[src/rtl/ifetch_buffer.sv]
// Instruction-fetch front end: owns the fetch PC, talks to a variable-latency
// instruction memory over req/ack, and queues PC-tagged instructions for decode.

module ifetch_buffer_fifo #(
  parameter int DEPTH  = 4,
  parameter int ADDR_W = 32,
  parameter int DATA_W = 32,
  parameter int CNT_W  = 3
) (
  input  logic              clock,
  input  logic              reset,
  input  logic              flush,
  input  logic              push,
  input  logic [DATA_W-1:0] push_data,
  input  logic [ADDR_W-1:0] push_pc,
  input  logic              pop,
  output logic              valid,
  output logic [DATA_W-1:0] head_data,
  output logic [ADDR_W-1:0] head_pc,
  output logic [CNT_W-1:0]  count_next
);

  localparam int PTR_W = $clog2(DEPTH);

  logic [DATA_W-1:0] data_q [DEPTH];
  logic [DATA_W-1:0] data_d [DEPTH];
  logic [ADDR_W-1:0] pc_q   [DEPTH];
  logic [ADDR_W-1:0] pc_d   [DEPTH];
  logic [PTR_W-1:0]  rd_ptr_q, rd_ptr_d;
  logic [PTR_W-1:0]  wr_ptr_q, wr_ptr_d;
  logic [CNT_W-1:0]  count_q, count_d;
  logic              push_en, pop_en;

  // A flush discards both the incoming push and any same-cycle pop.
  always_comb begin
    push_en  = push && !flush;
    pop_en   = pop && !flush && (count_q != '0);
    data_d   = data_q;
    pc_d     = pc_q;
    rd_ptr_d = rd_ptr_q;
    wr_ptr_d = wr_ptr_q;
    count_d  = count_q;
    if (flush) begin
      rd_ptr_d = '0;
      wr_ptr_d = '0;
      count_d  = '0;
    end else begin
      if (push_en) begin
        data_d[wr_ptr_q] = push_data;
        pc_d[wr_ptr_q]   = push_pc;
        wr_ptr_d         = wr_ptr_q + PTR_W'(1);
      end
      if (pop_en) begin
        rd_ptr_d = rd_ptr_q + PTR_W'(1);
      end
      count_d = count_q + CNT_W'(push_en) - CNT_W'(pop_en);
    end
    count_next = count_d;
  end

  always_ff @(posedge clock) begin
    if (reset) begin
      rd_ptr_q <= '0;
      wr_ptr_q <= '0;
      count_q  <= '0;
    end else begin
      rd_ptr_q <= rd_ptr_d;
      wr_ptr_q <= wr_ptr_d;
      count_q  <= count_d;
    end
    data_q <= data_d;
    pc_q   <= pc_d;
  end

  // Head is masked to zero while empty so stale storage never leaks out.
  always_comb begin
    valid     = (count_q != '0);
    head_data = valid ? data_q[rd_ptr_q] : '0;
    head_pc   = valid ? pc_q[rd_ptr_q] : '0;
  end

endmodule

module ifetch_buffer #(
  parameter int DEPTH  = 4,
  parameter int ADDR_W = 32,
  parameter int DATA_W = 32
) (
  input  logic              clock,
  input  logic              reset,
  output logic              mem_req,
  output logic [ADDR_W-1:0] mem_addr,
  input  logic              mem_ack,
  input  logic [DATA_W-1:0] mem_rdata,
  input  logic              redirect,
  input  logic [ADDR_W-1:0] redirect_pc,
  output logic              inst_valid,
  output logic [DATA_W-1:0] inst_data,
  output logic [ADDR_W-1:0] inst_pc,
  input  logic              inst_ready
);

  localparam int CNT_W = $clog2(DEPTH) + 1;

  typedef enum logic [1:0] {
    IDLE,
    REQ,
    DROP
  } state_t;

  state_t            state_q, state_d;
  logic              mem_req_q, mem_req_d;
  logic [ADDR_W-1:0] mem_addr_q, mem_addr_d;
  logic [ADDR_W-1:0] fetch_pc_q, fetch_pc_d;
  logic [CNT_W-1:0]  count_next;
  logic              push;
  logic              room;

  assign push = (state_q == REQ) && mem_ack;

  ifetch_buffer_fifo #(
    .DEPTH (DEPTH),
    .ADDR_W(ADDR_W),
    .DATA_W(DATA_W),
    .CNT_W (CNT_W)
  ) u_fifo (
    .clock     (clock),
    .reset     (reset),
    .flush     (redirect),
    .push      (push),
    .push_data (mem_rdata),
    .push_pc   (fetch_pc_q),
    .pop       (inst_valid && inst_ready),
    .valid     (inst_valid),
    .head_data (inst_data),
    .head_pc   (inst_pc),
    .count_next(count_next)
  );

  assign room = (count_next < CNT_W'(DEPTH));

  // Request fields only change on ack, so the memory sees a stable request.
  always_comb begin
    state_d    = state_q;
    mem_req_d  = mem_req_q;
    mem_addr_d = mem_addr_q;
    fetch_pc_d = fetch_pc_q;
    case (state_q)
      IDLE: begin
        if (redirect) begin
          fetch_pc_d = redirect_pc;
          state_d    = REQ;
          mem_req_d  = 1'b1;
          mem_addr_d = redirect_pc;
        end else if (room) begin
          state_d    = REQ;
          mem_req_d  = 1'b1;
          mem_addr_d = fetch_pc_q;
        end
      end
      REQ: begin
        if (redirect) begin
          fetch_pc_d = redirect_pc;
          if (mem_ack) begin
            mem_addr_d = redirect_pc;
          end else begin
            state_d = DROP;
          end
        end else if (mem_ack) begin
          fetch_pc_d = fetch_pc_q + ADDR_W'(1);
          if (room) begin
            mem_addr_d = fetch_pc_q + ADDR_W'(1);
          end else begin
            state_d   = IDLE;
            mem_req_d = 1'b0;
          end
        end
      end
      DROP: begin
        if (redirect) begin
          fetch_pc_d = redirect_pc;
        end
        if (mem_ack) begin
          state_d    = REQ;
          mem_addr_d = redirect ? redirect_pc : fetch_pc_q;
        end
      end
      default: begin
        state_d   = IDLE;
        mem_req_d = 1'b0;
      end
    endcase
  end

  always_ff @(posedge clock) begin
    if (reset) begin
      state_q    <= IDLE;
      mem_req_q  <= 1'b0;
      mem_addr_q <= '0;
      fetch_pc_q <= '0;
    end else begin
      state_q    <= state_d;
      mem_req_q  <= mem_req_d;
      mem_addr_q <= mem_addr_d;
      fetch_pc_q <= fetch_pc_d;
    end
  end

  assign mem_req  = mem_req_q;
  assign mem_addr = mem_addr_q;

endmodule

[config.mk]
export PLATFORM = sky130hd
export DESIGN_NAME = ifetch_buffer
export DESIGN_NICKNAME = d
export VERILOG_FILES = /design/src/rtl/ifetch_buffer.sv
export SDC_FILE = /design/constraint.sdc
export NUM_CORES = 1
export LEC_CHECK = 0
export CAP_MARGIN = 20
export CORE_ASPECT_RATIO = 1.75
export CORE_MARGIN = 1
export CORE_UTILIZATION = 50
export DETAILED_ROUTE_END_ITERATION = 6
export GPL_ROUTABILITY_DRIVEN = 1
export PLACE_DENSITY = 0.72
export SYNTH_ARGS = -nofsm -noshare
export SYNTH_HDL_FRONTEND = slang
export SYNTH_SLANG_ARGS = --single-unit
[constraint.sdc]
create_clock -name clock -period 5.2 [get_ports clock]
set_input_delay 1.04 -clock clock [delete_from_list [all_inputs] [get_ports clock]]
set_output_delay 1.04 -clock clock [all_outputs]
set_load 0.01 [all_outputs]
Yosys cells after proc, flatten, opt, wreduce, memory -nomap -nowiden

Index checks and enable logic that the tools add are counted.

Div/mod/pow operators: 0
Multipliers: 0
Bitwise logic cells: 4
Equality and inequality tests: 11
$lt $le $gt $ge: 4
Multiplexer cells: 39
$add $sub $neg: 5
Shift-type cells: 0
Reduce and logical (&&, ||, !) cells: 18

Operators by type and width:

| kind                    | count |
|---|---|
| $mux W32                | 17 |
| $bwmux W128             | 2 |
| $bmux W32 S2            | 2 |
| $pmux W32 S3            | 1 |
| $demux W32 S2           | 1 |
| $pmux W32 S2            | 1 |
| $add A32 B1 Y32 const B | 1 |
| $ne A3 B3 Y1 const B    | 5 |
| $reduce_and A5 Y1       | 3 |
| $mux W2                 | 7 |
| $ne A2 B2 Y1 const B    | 4 |
| $ge A3 B3 Y1 const B    | 2 |
| $logic_and A1 B1 Y1     | 6 |
| $not A2 Y3              | 2 |
| $pmux W2 S3             | 1 |
| $reduce_bool A3 Y1      | 2 |
| $mux W1                 | 5 |
| $add A2 B1 Y2 const B   | 2 |
| $reduce_and A2 Y1       | 2 |
| $reduce_or A2 Y1        | 2 |
| $add A3 B1 Y3           | 1 |
| $lt A3 B1 Y1 const B    | 1 |
| $lt A3 B3 Y1 const B    | 1 |
| $mux W3                 | 1 |
| 8 further kinds         | 9 |

Memory bits (writable): 0
Logic and storage cells: 96
Latch bits: 0
Flip-flop bits (word level): 330
Memories: 0
Output and inout port bits: 98
Input bits: 69
Memory bits (read-only): 0

Depth between registers and ports, before layout

Gate-level depths: netlist of the first run.

Depth in word-level cells: 11
Depth in mapped cells: 14
Gate-level depth less buffers: 11

Cells and area by module

A second synthesis of the first run with hierarchy kept.

Cells, all modules: 1,061
Area total of the unflattened synthesis: 14,671.6 um2

By module, submodules not included:

| module             | instances | sequential area each (um2) | cells each | area an instance (um2) |
|---|---|---|---|---|
| ifetch_buffer_fifo | 1         | 7,827.5                    | 453        | 10,148.5 |
| ifetch_buffer      | 1         | 1,341.3                    | 608        | 4,523.1 |

Worst setup path before layout of the first run

No wires, ideal clock.

Kind: input -> register
From: in redirect
To: reg u_fifo.data_q[0] (netlist bit), enable pin
Setup time: 0.429 ns
Buffers on the path: 2
Cell stages on the path: 6
Arrival time: 3.478 ns
Path slack: 1.293 ns
Required time: 4.771 ns
Path through: nor2b_1 > buf_2 > nand3_1 > inv_1 > buf_1 > and2_1

Cells in the longest elaborated chain, start to end: 3
Elaborated cells on any way between the ends: 4
Classes of those cells: 1 x bitwise; 3 x reduce/logical

Ends and longest elaborated chain:

| element                                | RTL line | source |
|---|---|---|
| start, declared                        | 95       | `input logic redirect,` |
| $logic_not A1 Y1                       | 36       | `push_en = push && !flush;` |
| $logic_and A1 B1 Y1                    | 36       |  |
| $reduce_and A2 Y1 (no source line) (*) | n/a      |  |
| end signal, assigned                   | 71       | `data_q <= data_d;` |
| end, declared                          | 25       | `logic [DATA_W-1:0] data_q [DEPTH];` |

Mark *: on every way between the ends. The rest lies on a longest branch, timed or not.
A chain may end at the register's enable or synchronous reset.

Worst setup path in the final report of the first run

From: reg u_fifo.count_q[1]
To: reg mem_addr_q[29] (netlist: mem_addr[29])

Cells in the longest elaborated chain, start to end: 9
Elaborated cells on any way between the ends: 11
Classes of those cells: 2 x add/sub; 1 x order compare; 2 x eq/ne; 1 x mux; 5 x reduce/logical

Ends and longest elaborated chain:

| element                                | RTL line | source |
|---|---|---|
| start, declared                        | 31       | `logic [CNT_W-1:0] count_q, count_d;` |
| start signal, assigned                 | 69       | `count_q <= count_d;` |
| $reduce_bool A3 Y1 (*)                 | 37, 77   |  |
| $logic_and A1 B1 Y1                    | 133      | `.pop (inst_valid && inst_ready),` |
| $logic_and A1 B1 Y1                    | 37       | `pop_en = pop && !flush && (count_q != '0);` |
| $logic_and A1 B1 Y1 (*)                | 37       |  |
| net u_fifo.pop_en                      | 32       | `logic push_en, pop_en;` |
| $sub A3 B1 Y3 (*)                      | 56       | `count_d = count_q + CNT_W'(push_en) - CNT_W'(pop_en);` |
| $mux W3 (*)                            | 43       | `if (flush) begin` |
| $lt A3 B3 Y1 (*)                       | 140      | `assign room = (count_next < CNT_W'(DEPTH));` |
| $ne A3 B3 Y1 (no source line)          | n/a      |  |
| $reduce_and A5 Y1 (no source line) (*) | n/a      |  |
| end signal, assigned                   | 204      | `mem_addr_q <= mem_addr_d;` |
| end, declared                          | 113      | `logic [ADDR_W-1:0] mem_addr_q, mem_addr_d;` |

The timed path passes the listed nets; every way through them passes the cells marked *.

==> metrics.txt, run 1 <==
Setup violations, final=0; drt wl/cell=about 21 um; VDD IR-drop max=0.0002270 V; asr flop ratio synth=0%; Remaining Overflow, GRT=0; detailed-route via count=around 9300; worst slew pin tran=0.9123 ns; cell taking the most area after synthesis=edfxtp_1; Mapped Cells=about 1000; Area growth, synth to finish=20.58%; worst path required time=around 5.7 ns; fillcell total=2231; Buffers on Ports=166; clock buffer count from CTS=29; drt drc=0; setup tns final=0 ns; top cell type's share of synthesized area=a little over half; MaxCap Viol Count=0; Final Skew=0.02001 ns; deepest clock path buffer count=3; core box area=28170 um2; vias in the first global route=between 9000 and 10000; period utilization=about four fifths; Top FF cell, synth=edfxtp_1; Pwr Total=roughly 0.0055 W; first-pass GRT wire length=approximately 52000 um; I/O pin cnt=about 170; Starting DRT DRC Count=between 500 and 600; final core utilization=around three fifths; Final Hold Fails=0; CTS root buf=clkbuf_16; row count=81; via density per instance=around 6; Post-CTS Setup Bufs=0; sequential fraction of the synthesis area=between 60% and 70%; GPL Wtd Cong=between 0.9 and 1; Syn. warnings=0; H-tree levels=1; Die Ht=226.5 um; syn nets=1108; Final #Nets=around 1200; max-slew violation count=0; crit path max fanout=66; kind of critical path=flip-flop to flip-flop; Initial Util=51.11%; Clock Latency Late Sink=between 0.5 and 0.6 ns; cts hold-fix bufs=0; Pleak=~5.6 nW; Netlist cell types=just under 70; TritonCTS clock tree=built; Synth area leaders=edfxtp_1 (53%), dfxtp_1 (10%), mux4_2 (10%); synth cell count leaders=edfxtp_1 (256), dfxtp_1 (74), and2_1 (71); CP startpoint kind=flip-flop; most frequent cell after synthesis=edfxtp_1; clock sinks=330; RSZ-0062 raised after global routing=false; final WL=33500 um; Max transition margin=between 30% and 40%; Detail Route Antenna Nets=0; fmax=roughly 0.25 GHz; synthesized flop and latch total=between 300 and 400; layout cells sized above 1=between 10% and 20%; Power Dens Cells=~320 nW/um2; status=finished, final reports clean; GR Util All Layers=23.40%; Post-Syn Area=roughly 14000 um2; dpl hpwl=21330 um; Mapped Avg Cell Area=between 10 and 15 um2; number of synthesized flops with an enable pin=about 260; Resize count post-CTS=0; worst hold path class=flip-flop to flip-flop; Die ar.=slightly below 30000 um2; antenna cells=0; initial antenna violation count=0; Pre-antenna DRT Iters=5; clock-pin slew on the worst setup and hold paths=roughly 0.070 ns; critical path endpoint category=flip-flop; largest net degree at the start of global routing=67; worst endpoint data arrival time=roughly 4.6 ns; Die W=between 100 and 150 um; min Tclk post-route=4.061 ns
## per-stage QoR
step | cell area [um2] | instances | hold WS, ns | setup WS [ns]
2_1_floorplan | 14400 | 1031 | 0.4548 | 1.293
3_3_place_gp | 16450 | 1511 | 0.4478 | 0.8658
5_1_grt | 17360 | 1564 | 0.4751 | 0.9349
6_report | 17360 | 1564 | 0.4613 | 1.139
4_1_cts | 17360 | 1564 | 0.4595 | 1.118
3_5_place_dp | 16450 | 1511 | 0.4472 | 0.7727
## where the power goes
group,leakage [nW],switching [W],internal [W]
sequential,2.94,0.0000919,0.00291
combinational,2.20,0.000222,0.000216
clock,0.458,0.000962,0.00111
total,5.60,0.00128,0.00423
## layout make-up
cell class,instances,area [um2],share of cell area (%)
Multi-Input combinational cell,599,4833,27.84
Sequential cell,330,9174,52.83
Clock inverter,16,106.4,0.6125
Tap cell,373,466.7,2.688
Inverter,19,71.32,0.4107
Clock buffer,37,805.8,4.640
Timing Repair Buffer,190,1907,10.98
## cell usage in the layout, fill, tap and decap left out, types with 6 or more instances in the layout
master	instances
or3_1	11
a21oi_1	55
clkbuf_16	29
xnor2_1	9
ha_1	7
a22oi_1	10
a211oi_1	10
clkdlybuf4s50_1	164
and3_1	9
nor2_1	34
dfxtp_1	72
or4_1	6
o211ai_1	13
clkinv_2	8
nand2_1	62
and2_1	67
nor3_1	17
nand4_1	20
nand3_1	30
inv_1	19
o22ai_1	10
buf_4	18
mux4_2	64
xor2_1	13
buf_12	6
nor4_1	8
edfxtp_1	256
a31oi_1	10
o21ai_0	23
nand2b_1	15
## cell families (layout without fill, tap and decap cells)
group	count (synthesis)	in the layout	share of synthesized area [%]
mux	69	69	10.36
xor+xnor	23	23	1.503
simple gates	319	319	12.66
flops	330	330	63.67
buf+inv	102	262	2.867
compound gates	180	180	8.194
fa+ha+maj	8	8	0.7472
## sequential cells by signal, summed over array words and instances, names as in the netlist
name             flops
u_fifo.count_q       3
mem_req              1
fetch_pc_q          32
u_fifo.rd_ptr_q      2
state_q              2
mem_addr            32
u_fifo.wr_ptr_q      2
u_fifo.data_q      128
u_fifo.pc_q        128
## worst paths after layout
kind                                                    from                        end  slack, ns  cells past startpoint
worst max register to register  u_fifo.count_q[1]$_SDFF_PP0_  mem_addr[29]$_SDFFE_PP0P_       1.14                     12
worst max-delay path            u_fifo.count_q[1]$_SDFF_PP0_  mem_addr[29]$_SDFFE_PP0P_       1.14                     12
worst min register to register      mem_addr[0]$_SDFFE_PP0P_   mem_addr[0]$_SDFFE_PP0P_       0.46                      2
worst min-delay path                mem_addr[0]$_SDFFE_PP0P_   mem_addr[0]$_SDFFE_PP0P_       0.46                      2
## per-layer routing
| layer | wire (um) | part of all wire, % | GRT usage (%) | up-vias |
|---|---|---|---|---|
| met3 | 2088 | 6.2 | 2.714 | 55 |
| li1 | - | - | - | 4253 |
| met2 | 17870 | 53 | 42.31 | 371 |
| met1 | 12600 | 38 | 28.38 | 4667 |
| met5 | 0 | 0 | 0 | - |
| met4 | 946 | 2.8 | 8.327 | 0 |
## worst max-delay path, cell delays in order, from the launching register on
cell,delay [ns]
dfxtp_1,0.33
or3_2,0.44
buf_4,0.31
and3_1,0.32
ha_1,0.29
inv_1,0.04
ha_1,0.18
fa_1,0.35
xor3_1,0.48
o221a_2,0.45
nand2_1,0.29
or3_1,0.41
o211ai_1,0.08
Note: power is estimated with default switching activity, not from simulation.
==> run 2, diff against run 1 <==
Clock period 5.2 ns to 4.1 ns, I/O delays scaled along.
==> run 2 against run 1 <==
Sequential share of layout area shrank 0.39 points. Count of clock-buffer cells in the layout shrank 2. Critical path depth shrank 8. Largest cell class unchanged. Highest routed layer unchanged.
==> metrics.txt, run 2 (same netlist as run 1, synthesis figures left out) <==
drt wl/cell=21.14 um (-1.3%); Initial Util=51.11% (unchanged); Final Hold Fails=0 (unchanged); final WL=33300 um (-0.60%); max-slew violation count=0 (unchanged); core box area=28170 um2 (unchanged); Pre-antenna DRT Iters=5 (unchanged); row count=81 (unchanged); Remaining Overflow, GRT=0 (unchanged); status=finished, final reports clean; cts hold-fix bufs=0 (unchanged); Final Skew=0.01277 ns (-0.007237 ns); Starting DRT DRC Count=680 (+17%); worst endpoint data arrival time=2.85 ns (-1.70 ns); Die Ht=226.5 um (unchanged); Power Dens Cells=407.9 nW/um2 (+29%); kind of critical path=flip-flop to primary output; Die W=130.3 um (unchanged); clock sinks=330 (unchanged); antenna cells=0 (unchanged); worst path required time=3.28 ns (-2.41 ns); largest net degree at the start of global routing=66 (-1.5%); first-pass GRT wire length=51740 um (-0.56%); layout cells sized above 1=14.23% (+0.46 points); MaxCap Viol Count=0 (unchanged); Max transition margin=33.62% (-5.0 points); Multi-input gate area=4837 um2 (about the same); Area growth, synth to finish=21.48%; Post-CTS Setup Bufs=0 (unchanged); setup tns final=0 ns (unchanged); CP startpoint kind=flip-flop; Setup violations, final=0 (unchanged); detailed-route via count=9342 (-0.043%); Detail Route Antenna Nets=0 (unchanged); CTS root buf=clkbuf_16; I/O pin cnt=167 (unchanged); min Tclk post-route=around 3.7 ns; clock buffer count from CTS=29 (unchanged); fillcell total=2261 (+1.3%); via density per instance=5.931 (-0.74%); Buffers on Ports=166 (unchanged); VDD IR-drop max=0.0002714 V (+20%); fmax=approximately 0.27 GHz; Final #Nets=1257 (+0.88%); drt drc=0 (unchanged); deepest clock path buffer count=3 (unchanged); Die ar.=29510 um2 (unchanged); Resize count post-CTS=0 (unchanged); initial antenna violation count=0 (unchanged); GR Util All Layers=23.34% (-0.061 points); top flop regs=u_fifo.data_q x128, u_fifo.pc_q x128; TritonCTS clock tree=built; crit path max fanout=29 (-56%); most frequent cells in the layout=edfxtp_1 (256), clkdlybuf4s50_1 (164), dfxtp_1 (72); period utilization=roughly nine tenths; commonest non-fill, non-tap cell in the layout=edfxtp_1; area post-placement=16530 um2 (+0.45%); worst hold path class=flip-flop to flip-flop; final instance area=17490 um2 (+0.74%); worst slew pin tran=0.9874 ns (+0.07510 ns); RSZ-0062 raised after global routing=false; critical path endpoint category=primary output; Clock Latency Late Sink=0.55 ns (about the same); register area=9174 um2 (unchanged); vias in the first global route=9373 (+1.4%); Pleak=5.674 nW (+1.3%); GPL Wtd Cong=0.9059 (-5.4%); H-tree levels=1 (unchanged); clock-pin slew on the worst setup and hold paths=0.06 ns (about the same); dpl hpwl=21730 um (+1.9%)
==> run 2: cell types whose count changed in the layout (fill, tap and decap cells not counted), moves of 2 or more <==
cell,before,now
clkinv_2,8,6
buf_4,18,30
clkbuf_8,5,2
bufinv_16,0,4
clkinv_1,1,4
==> run 2: through the flow <==
step           power [W]  hold WS (ns)  instances  utilization, %  worst slack, ns
2_1_floorplan   0.004137        0.4548       1031               -           0.4132
3_3_place_gp    0.004427        0.4489       1522           58.66           0.3465
3_5_place_dp    0.004438        0.4461       1522           58.66           0.2466
4_1_cts         0.007190        0.4581       1575           62.09           0.3453
5_1_grt         0.007376        0.4752       1575           62.09           0.2592
6_report        0.007136        0.4552       1575           62.09           0.4270
==> run 2: layout make-up <==
type | count | share of cell area (%)
Sequential cell | 330 | 52.44
Multi-Input combinational cell | 599 | 27.65
Clock buffer | 35 | 4.392
Clock inverter | 18 | 1.137
Inverter | 19 | 0.4077
Timing Repair Buffer | 201 | 11.30
Tap cell | 373 | 2.668
==> run 2: where the power goes <==
group          total, W  leakage (nW)  switching (W)  internal [W]
Clock           0.00277         0.476        0.00118       0.00159
Combinational  0.000571          2.26       0.000291      0.000280
Sequential      0.00380          2.94       0.000106       0.00369
==> run 2: final timing paths <==
kind                              startpoint                        end  depth (start not counted)  slack [ns]
max          u_fifo.rd_ptr_q[0]$_SDFFE_PP0P_                inst_pc[22]                          4        0.43
min                 mem_addr[0]$_SDFFE_PP0P_   mem_addr[0]$_SDFFE_PP0P_                          2        0.46
max reg2reg     u_fifo.count_q[1]$_SDFF_PP0_  mem_addr[19]$_SDFFE_PP0P_                         12        0.58
min reg2reg         mem_addr[0]$_SDFFE_PP0P_   mem_addr[0]$_SDFFE_PP0P_                          2        0.46
==> run 2: worst max-delay path, cell delays in order, from the launching register on <==
cell             delay [ns]
dfxtp_4                0.73
buf_4                  0.38
mux4_2                 0.53
and2_1                 0.17
clkdlybuf4s50_1        0.49
==> run 2: layer usage <==
| layer | wire length (um) | GRT usage, % |
|---|---|---|
| met2 | 17860 | 42.36 |
| met1 | 12680 | 27.53 |
| met5 | 0 | 0 |
| met4 | 1017 | 9.340 |
| met3 | 1745 | 2.973 |
==> run 3, diff against run 2 <==
Settings changed: PLACE_DENSITY 0.72 to 0.77.
==> run 3 against run 2 <==
Core utilization is 0.20 points higher. Fmax is 2.1% higher. Worst setup slack better by 0.077 ns. Critical path type unchanged.
==> metrics.txt, run 3 (same netlist as run 1, synthesis figures left out) <==
status=finished, final reports clean; Placed Cells=1524 (+0.13%); Final Hold Fails=0 (unchanged); reg-to-reg slack, setup=0.59 ns (about the same); detailed-route via count=9371 (+0.31%); most frequent cells in the layout=edfxtp_1 (256), clkdlybuf4s50_1 (164), dfxtp_1 (72); deepest clock path buffer count=3 (unchanged); CP max stage delay=0.60 ns (-0.13 ns); Setup violations, final=0 (unchanged); CP startpoint kind=flip-flop; row count=81 (unchanged); cts hold-fix bufs=0 (unchanged); Die ar.=29510 um2 (unchanged); Switching Share=21.84% (-0.23 points); sequential group share of total power=53.1% (about the same); Pleak=5.693 nW (+0.33%); final WL=33940 um (+1.9%); crit path max fanout=20 (-31%); layout cells sized above 1=14.30% (+0.071 points); core box area=28170 um2 (unchanged); kind of critical path=flip-flop to primary output; CTS root buf=clkbuf_16; RSZ-0062 raised after global routing=false; Multi-input gate area=4831 um2 (-0.13%); Pre-antenna DRT Iters=7 (+2); drt drc=0 (unchanged); fillcell total=2170 (-4.0%); drt wl/cell=21.53 um (+1.8%); Final Skew=0.01293 ns (+0.0001575 ns); MaxCap Viol Count=0 (unchanged); HP Start=mem_addr[13]$_SDFFE_PP0P_; I/O pin cnt=167 (unchanged); final instance area=17550 um2 (+0.31%); Combinational Power Share=8.0% (about the same); Pwr Total=0.007161 W (+0.35%); sw power=0.001564 W (-0.69%); setup tns final=0 ns (unchanged); vias in the first global route=9332 (-0.44%); period utilization=87.71% (-1.9 points); dpl hpwl=22380 um (+3.0%); critical path cell sequence=buf_4 -> mux4_2 -> and2_1 -> clkdlybuf4s50_1; commonest non-fill, non-tap cell in the layout=edfxtp_1; H-tree levels=1 (unchanged); TritonCTS clock tree=built; Buffers on Ports=166 (unchanged); worst endpoint data arrival time=2.78 ns (-0.07 ns); top flop regs=u_fifo.data_q x128, u_fifo.pc_q x128; total internal power=0.005597 W (+0.65%); Remaining Overflow, GRT=0 (unchanged); fmax=0.2781 GHz (+2.1%); clock sinks=330 (unchanged); Detail Route Antenna Nets=0 (unchanged); Final #Nets=1258 (+0.080%); area post-placement=16570 um2 (+0.28%); first-pass GRT wire length=51960 um (+0.44%); antenna cells=0 (unchanged); VDD IR-drop max=0.0003260 V (+20%); Area growth, synth to finish=21.86%; worst hold margin=0.4608 ns (+0.005669 ns); clock power share=38.9% (about the same); worst r2r src=u_fifo.count_q[1]$_SDFF_PP0_; Power Dens Cells=408.1 nW/um2 (about the same); fin cells=1576 (+0.063%); critical path endpoint category=primary output; clock buffer count from CTS=28 (-3.4%); Max transition margin=34.56% (+0.94 points); largest net degree at the start of global routing=67 (+1.5%); slowest CP cell=dfxtp_4; worst path required time=3.28 ns (about the same); Starting DRT DRC Count=732 (+7.6%); clock-pin slew on the worst setup and hold paths=0.07 ns (about the same); Clock Latency Late Sink=0.55 ns (about the same); initial antenna violation count=0 (unchanged); Die Ht=226.5 um (unchanged); R2R cell count=12 (unchanged); worst hold path class=flip-flop to flip-flop; max-slew violation count=0 (unchanged); Initial Util=51.11% (unchanged); GR Util All Layers=23.55% (+0.21 points); R2R Path End=mem_addr[19]$_SDFFE_PP0P_; min Tclk post-route=3.596 ns (-0.07708 ns); Post-CTS Setup Bufs=0 (unchanged); hold worst-path end=mem_addr[13]$_SDFFE_PP0P_; hold depth=2 (unchanged); Resize count post-CTS=0 (unchanged); via density per instance=5.946 (+0.25%); GPL Wtd Cong=0.9535 (+5.3%); register area=9174 um2 (unchanged); worst slew pin tran=0.9726 ns (-0.01481 ns); Die W=130.3 um (unchanged)
-- run 3: changes by cell type in the layout (fill, tap and decap cells not counted), moves of 2 or more --
cell	previous run	this run
clkbuf_1	4	7
clkbuf_8	2	4
buf_12	5	8
clkinv_1	4	0
-- run 3: worst max-delay path by stage --
stage                                    startpoint                    endpoint  slack [ns]  cells past startpoint
floorplan                                  redirect  u_fifo.data_q[0]$_DFFE_PP_        0.41                      6
global placement                         inst_ready    mem_addr[8]$_SDFFE_PP0P_        0.26                     12
detailed placement                       inst_ready   mem_addr[11]$_SDFFE_PP0P_        0.18                     12
CTS                 u_fifo.rd_ptr_q[0]$_SDFFE_PP0P_                inst_data[0]        0.42                      4
global route        u_fifo.rd_ptr_q[0]$_SDFFE_PP0P_                inst_data[0]        0.32                      4
finish              u_fifo.rd_ptr_q[0]$_SDFFE_PP0P_                inst_data[0]        0.50                      4
-- run 3: power groups by stage --
stage,registers (W),logic [W],clock network [W]
2_1_floorplan,0.00383,0.000306,0
3_3_place_gp,0.00387,0.000561,0
3_5_place_dp,0.00387,0.000569,0
4_1_cts,0.00380,0.000572,0.00286
5_1_grt,0.00381,0.000615,0.00296
6_report,0.00380,0.000573,0.00279
-- run 3: area by class of cell --
type	count	share of cell area, %
Timing Repair Buffer	203	11.57
Clock buffer	40	4.599
Tap cell	373	2.660
Inverter	19	0.4064
Sequential cell	330	52.28
Multi-Input combinational cell	599	27.53
Clock inverter	12	0.9626
-- run 3: per-stage QoR --
step / utilization, % / setup slack, ns
finish: 62.28 / 0.5041
global route: 62.28 / 0.3154
CTS: 62.28 / 0.4184
detailed placement: 58.82 / 0.1770
global placement: 58.82 / 0.2611
floorplan: - / 0.4132
-- run 3: layer usage --
layer  up-vias  track usage [%]  share of wire [%]
met3        71            2.194                5.6
li1       4279                -                  -
met2       391            43.24                 54
met1      4630            27.77                 37
met4         0            9.640                3.4
met5         -                0                  0
-- run 3: critical path: cells and delay by family, from the launching register on --
| family | cells | cell delay [ns] |
|---|---|---|
| simple gates | 1 | 0.18 |
| flops | 1 | 0.60 |
| buf+inv | 2 | 0.91 |
| mux | 1 | 0.54 |
